**config.mk**
```make
export PLATFORM = sky130hd
export DESIGN_NAME = onehot_seq_monitor
export DESIGN_NICKNAME = d
export VERILOG_FILES = /design/src/rtl/onehot_seq_pkg.sv /design/src/rtl/onehot_enc8.sv /design/src/rtl/onehot_seq_monitor.sv
export SDC_FILE = /design/constraint.sdc
export NUM_CORES = 1
export LEC_CHECK = 0
export BUFFER_PORTS_ARGS = -buffer_cell sky130_fd_sc_hd__buf_4
export CAP_MARGIN = 20
export CORE_MARGIN = 10
export CORE_UTILIZATION = 59
export CTS_CLUSTER_DIAMETER = 200
export DETAILED_ROUTE_END_ITERATION = 12
export PLACE_DENSITY_LB_ADDON = 0.15
export SLEW_MARGIN = 20
export SYNTH_ARGS = -nofsm -noshare
export SYNTH_HDL_FRONTEND = slang
export SYNTH_SLANG_ARGS = --single-unit
```
**constraint.sdc**
```tcl
create_clock -name clk -period 5.25 [get_ports clk]
set_input_delay 0.525 -clock clk [delete_from_list [all_inputs] [get_ports clk]]
set_output_delay 0.525 -clock clk [all_outputs]
set_load 0.03 [all_outputs]
```
**src/rtl/onehot_seq_pkg.sv**
```systemverilog
// Shared constants for the one-hot sequence monitor: FSM state codes, the expected
// 16-step phase table and the active-low 7-segment digit table.
package onehot_seq_pkg;

  typedef logic [0:0] state_t;

  localparam state_t StSync  = 1'b0;
  localparam state_t StTrack = 1'b1;

  // Index 0 is the rightmost element: phase 0..15 = 01,02,01,04,01,08,01,10,
  // 01,20,01,40,01,80,00,00.
  localparam logic [15:0][7:0] EXP_SEQ = {
    8'h00, 8'h00, 8'h80, 8'h01, 8'h40, 8'h01, 8'h20, 8'h01,
    8'h10, 8'h01, 8'h08, 8'h01, 8'h04, 8'h01, 8'h02, 8'h01
  };

  // Active-low {g,f,e,d,c,b,a} for digits 7..0 (index 0 is the rightmost element).
  localparam logic [7:0][6:0] SEG7 = {
    7'h78, 7'h02, 7'h12, 7'h19, 7'h30, 7'h24, 7'h79, 7'h40
  };

  localparam logic [6:0] SEG_BLANK = 7'h7F;

  function automatic logic [6:0] seg7_digit(input logic [2:0] digit);
    return SEG7[digit];
  endfunction

endpackage

```
**src/rtl/onehot_enc8.sv**
```systemverilog
// Combinational 8->3 encoder: index of the highest set bit, plus a flag for
// patterns with more than one bit set. 00 and 01 both encode to 0.
module onehot_enc8 (
  input  logic [7:0] pat,
  output logic [2:0] idx,
  output logic       multi
);

  always_comb begin
    idx = 3'd0;
    for (int i = 0; i < 8; i++) begin
      if (pat[i]) begin
        idx = 3'(i);
      end
    end
  end

  // Clearing the lowest set bit leaves something only if two or more bits were set.
  assign multi = |(pat & (pat - 8'd1));

endmodule

```
**src/rtl/onehot_seq_monitor.sv**
```systemverilog
// Encodes one-hot phase samples, tracks them against the fixed 16-step sequence and
// counts errors and laps. Define ONEHOT_SEG_EN to build the registered 7-seg decoder.
module onehot_seq_monitor
  import onehot_seq_pkg::*;
#(
  parameter int unsigned ERR_W    = 8,
  parameter int unsigned LAP_W    = 8,
  parameter int unsigned LOSS_LIM = 3
) (
  input  logic             clk,
  input  logic             reset,
  input  logic [7:0]       pat_in,
  input  logic             pat_valid,
  output logic [2:0]       idx,
  output logic             idx_valid,
  output logic             onehot_err,
  output logic             seq_err,
  output logic             locked,
  output logic [ERR_W-1:0] err_count,
  output logic [LAP_W-1:0] lap_count,
  output logic [6:0]       seg
);

  localparam logic [3:0] LossLim = 4'(LOSS_LIM);

  logic [2:0] enc_idx;
  logic       enc_multi;

  onehot_enc8 u_enc (
    .pat   (pat_in),
    .idx   (enc_idx),
    .multi (enc_multi)
  );

  state_t           state_q, state_d;
  logic [3:0]       phase_q, phase_d;
  logic [3:0]       miss_q, miss_d;
  logic [3:0]       miss_inc;
  logic             lap_full_q, lap_full_d;
  logic [2:0]       idx_q, idx_d;
  logic             idx_valid_q, idx_valid_d;
  logic             onehot_err_q, onehot_err_d;
  logic             seq_err_q, seq_err_d;
  logic [ERR_W-1:0] err_q, err_d;
  logic [LAP_W-1:0] lap_q, lap_d;
  logic             match;

  assign match    = (pat_in == EXP_SEQ[phase_q]);
  assign miss_inc = miss_q + 4'd1;

  always_comb begin
    state_d      = state_q;
    phase_d      = phase_q;
    miss_d       = miss_q;
    lap_full_d   = lap_full_q;
    idx_d        = idx_q;
    idx_valid_d  = 1'b0;
    onehot_err_d = onehot_err_q;
    seq_err_d    = seq_err_q;
    err_d        = err_q;
    lap_d        = lap_q;

    if (pat_valid) begin
      idx_valid_d  = 1'b1;
      idx_d        = enc_idx;
      onehot_err_d = enc_multi;
      seq_err_d    = 1'b0;
      case (state_q)
        StSync: begin
          if (pat_in == 8'h80) begin
            state_d    = StTrack;
            phase_d    = 4'd14;
            miss_d     = 4'd0;
            lap_full_d = 1'b0;
          end
        end
        StTrack: begin
          phase_d = phase_q + 4'd1;
          // A lap only counts once it has been followed from phase 0 while locked.
          if (phase_q == 4'd15) begin
            lap_full_d = 1'b1;
          end
          if (match) begin
            miss_d = 4'd0;
            if (phase_q == 4'd15 && lap_full_q) begin
              lap_d = lap_q + LAP_W'(1);
            end
          end else begin
            seq_err_d = 1'b1;
            if (err_q != {ERR_W{1'b1}}) begin
              err_d = err_q + ERR_W'(1);
            end
            if (miss_inc == LossLim) begin
              state_d    = StSync;
              miss_d     = 4'd0;
              lap_full_d = 1'b0;
            end else begin
              miss_d = miss_inc;
            end
          end
        end
        default: state_d = StSync;
      endcase
    end
  end

  always_ff @(posedge clk or negedge reset) begin
    if (!reset) begin
      state_q      <= StSync;
      phase_q      <= 4'd0;
      miss_q       <= 4'd0;
      lap_full_q   <= 1'b0;
      idx_q        <= 3'd0;
      idx_valid_q  <= 1'b0;
      onehot_err_q <= 1'b0;
      seq_err_q    <= 1'b0;
      err_q        <= '0;
      lap_q        <= '0;
    end else begin
      state_q      <= state_d;
      phase_q      <= phase_d;
      miss_q       <= miss_d;
      lap_full_q   <= lap_full_d;
      idx_q        <= idx_d;
      idx_valid_q  <= idx_valid_d;
      onehot_err_q <= onehot_err_d;
      seq_err_q    <= seq_err_d;
      err_q        <= err_d;
      lap_q        <= lap_d;
    end
  end

  assign idx        = idx_q;
  assign idx_valid  = idx_valid_q;
  assign onehot_err = onehot_err_q;
  assign seq_err    = seq_err_q;
  assign locked     = (state_q == StTrack);
  assign err_count  = err_q;
  assign lap_count  = lap_q;

`ifdef ONEHOT_SEG_EN
  logic [6:0] seg_q, seg_d;

  assign seg_d = (state_d == StTrack) ? seg7_digit(idx_d) : SEG_BLANK;

  always_ff @(posedge clk or negedge reset) begin
    if (!reset) begin
      seg_q <= SEG_BLANK;
    end else begin
      seg_q <= seg_d;
    end
  end

  assign seg = seg_q;
`else
  assign seg = SEG_BLANK;
`endif

endmodule

```
==> results by group <==
Outcome
  • Status: finished, final reports clean

Synthesis
  • Largest cells by area after synthesis: dfrtp_1 41%, ha_1 5.7%, xnor2_1 4.0%
  • Sequential fraction of the synthesis area: 40.8%
  • Synth cell types: between 40 and 50
  • #FFs+latches synth: 32
  • Post-synth EDFFs: 0
  • Asr flop ratio synth: 100%
  • YS warnings: 0
  • Post-synth top area share: 40.8%
  • Avg Cell Area, Syn: 9.49 sq um
  • Largest area contributor in the netlist: dfrtp_1
  • Synthesized cell area: 0.00196 sq mm
  • Post-Syn Instances: about 210
  • Synth Flop Type: dfrtp_1

STA
  • Worst-margin pin slew: 0.875 ns
  • Setup WS post-layout: 2.57 ns
  • RSZ-0062 raised after global routing: no
  • Fin Hold WS: 0.108 ns
  • Fin. Hold Viols: 0
  • Max Fclk: 374 MHz
  • Clk_skew: 0.00646 ns
  • Slew margin rel.: a little over 40%
  • Final setup fails: 0
  • Sum of negative setup slack: 0 ns
  • Final period util: 51.0%
  • Tmin final: 2.68 ns
  • Slew Limit Fails: 0

Die
  • Die area: around 0.0060 sq mm
  • # IOs: 41
  • Row count: 20
  • Die height: 77.7 um
  • Core Footprint: 0.00313 sq mm
  • Die Width: just under 80 um
  • Starting Density: roughly 63%

Setup path
  • Crit-path slowest cell: o2111a_1
  • Largest fanout on the critical path: 19
  • Crit path top cell by count: ha_1
  • Endpoint class of the critical path: register
  • Slowest Stage Delay on Critical Path: between 0.6 and 0.7 ns
  • Crit Path Category: register to register
  • Crit path DAT: 2.90 ns
  • Worst path cell trace: ha_1 -> ha_1 -> a21oi_1 -> nor2_1 -> o32ai_1 -> o2111a_1 -> or2_4 -> mux2_4
  • Critical Path RT: 5.48 ns
  • Setup crit start kind: register

Placed design
  • Pre-CTS setup slack: 2.59 ns
  • DP Wirelength: 3.31 mm
  • Port Buffers: 33
  • Dpl cell area: 0.00217 sq mm
  • DP Cell Count: 274
  • Gpl congestion: 0.791

Cells and area
  • Layout Utilization: 71.4%
  • Nets@finish: roughly 260
  • Area growth, synth to finish: 13.7%
  • Fin cells: 282
  • Final Cell Area: 0.00223 sq mm
  • Share of layout cells above drive strength 1: a little over a fifth
  • Antenna cells: 0

Drt
  • DRC viols: 0
  • First drt pass iteration count: 5
  • Vias: 1603
  • Initial DRC Count: 74
  • WL/cell: 15.6 um
  • Vias/cell: 5.68
  • Final WL: 4.41 mm
  • DRT antenna net count: 0

Global routing
  • Met1 Track Usage GR: 15.1%
  • Initial antenna violation count: 0
  • First-pass GRT wire length: 7.49 mm
  • Met3 GRT Util: 5.30%
  • Total gr overflow: 0
  • Largest net degree at the start of global routing: 33
  • Number of global-route vias before repair: 1638
  • GR met2 Demand/Resource: 27.4%
  • GRT Util Overall: 14.9%
  • GR peak layer: met2

Clocking
  • Inserted Clock Buffers: 5
  • Hold Buf Count CTS: 0
  • Clock Latency Late Sink: 0.33 ns
  • Worst-path clk slew: 0.10 ns
  • Setup repair bufs after CTS: 0
  • Post_cts resized: 0
  • TritonCTS clock tree: built
  • Clk root buf: clkbuf_4
  • H-tree levels: 2
  • Clk sinks: 32
  • CTS max path bufs: 2

Power and ir drop
  • Final Power: a little under 1 mW
  • P_leak: slightly above 1 nW
  • Max IR drop VDD: 0.341 mV
  • Pwr Density: 431 mW/mm^2

Hold path
  • Hold Path Class: input pin to async pin

Flow run
  • Max_cap viols: 0
## worst paths after layout
kind                               from      endpoint  slack (ns)  depth (start not counted)
max                          phase_q[0]  err_count[1]        2.57                          8
min                               reset  err_count[3]        0.11                          1
max reg2reg                  phase_q[0]  err_count[1]        2.57                          8
min reg2reg                lap_count[7]  lap_count[7]        0.48                          1
max in group asynchronous         reset  lap_count[7]        4.84                          1
min in group clk              pat_valid     idx_valid        0.42                          1
## worst max-delay path: cells and delay by family, from the launching register on
kind                       cells  cell delay, ns
and+or+nand+nor                2            0.31
muxes                          1            0.30
AOI/OAI and AO/OA              3            1.04
adders and majority gates      2            0.49
DFF                            1            0.44
## Yosys cell counts, drive strengths merged (2+ instances only)
master   n
dfrtp   32
nand2   17
nor2    17
buf     13
nand3   12
a21oi   11
nor3    11
ha       9
xnor2    9
o21ai    8
inv      7
and3     6
xor2     6
mux2     5
nor4     4
a31oi    3
clkbuf   3
nand4    3
and4     2
maj3     2
nand2b   2
nand3b   2
nand4b   2
nor2b    2
o31ai    2
o32ai    2
## routing by layer
layer	routed length (um)	up-vias
li1	-	784
met1	1790	770
met2	2300	41
met3	247	8
met4	75	0
met5	0	-
## where the power goes
| part | internal, mW | switching [mW] | leakage, nW |
|---|---|---|---|
| Combinational | 0.169 | 0.242 | 0.595 |
| Sequential | 0.311 | 0.0929 | 0.388 |
| Clock | 0.0660 | 0.0812 | 0.0326 |
## cell families after synthesis
group,share of synthesized area (%)
and+or+nand+nor,23.6
muxes,3.06
other,0.191
adders and majority gates,6.82
buffers and inverters,7.20
DFF,40.8
AOI/OAI and AO/OA,11.7
xor gates and xnor gates,6.69
## placed cells by master (no fill, tap or decap), types with 5 or more instances in the layout
cell	count
conb_1	7
ha_1	9
o21ai_0	6
a21oi_1	11
xnor2_1	9
and3_1	6
nand3_1	12
buf_4	33
nor2_1	17
inv_1	7
xor2_1	6
nor3_1	10
dfrtp_1	32
nand2_1	17
clkbuf_4	5
## final cells by class
type,instances,area (sq um)
clock buffer,8,58.8
fill,251,895
inverter,7,26.3
multi-input combinational,158,1040
sequential,32,801
tap,44,55.1
timing repair buffer,33,248
## registers in the layout, summed over array words and instances (netlist names)
signal,flops
miss_q,4
err_count,8
idx,3
lap_full_q,1
lap_count,8
seq_err,1
idx_valid,1
phase_q,4
locked,1
onehot_err,1
(Power assumes the default switching activity.)
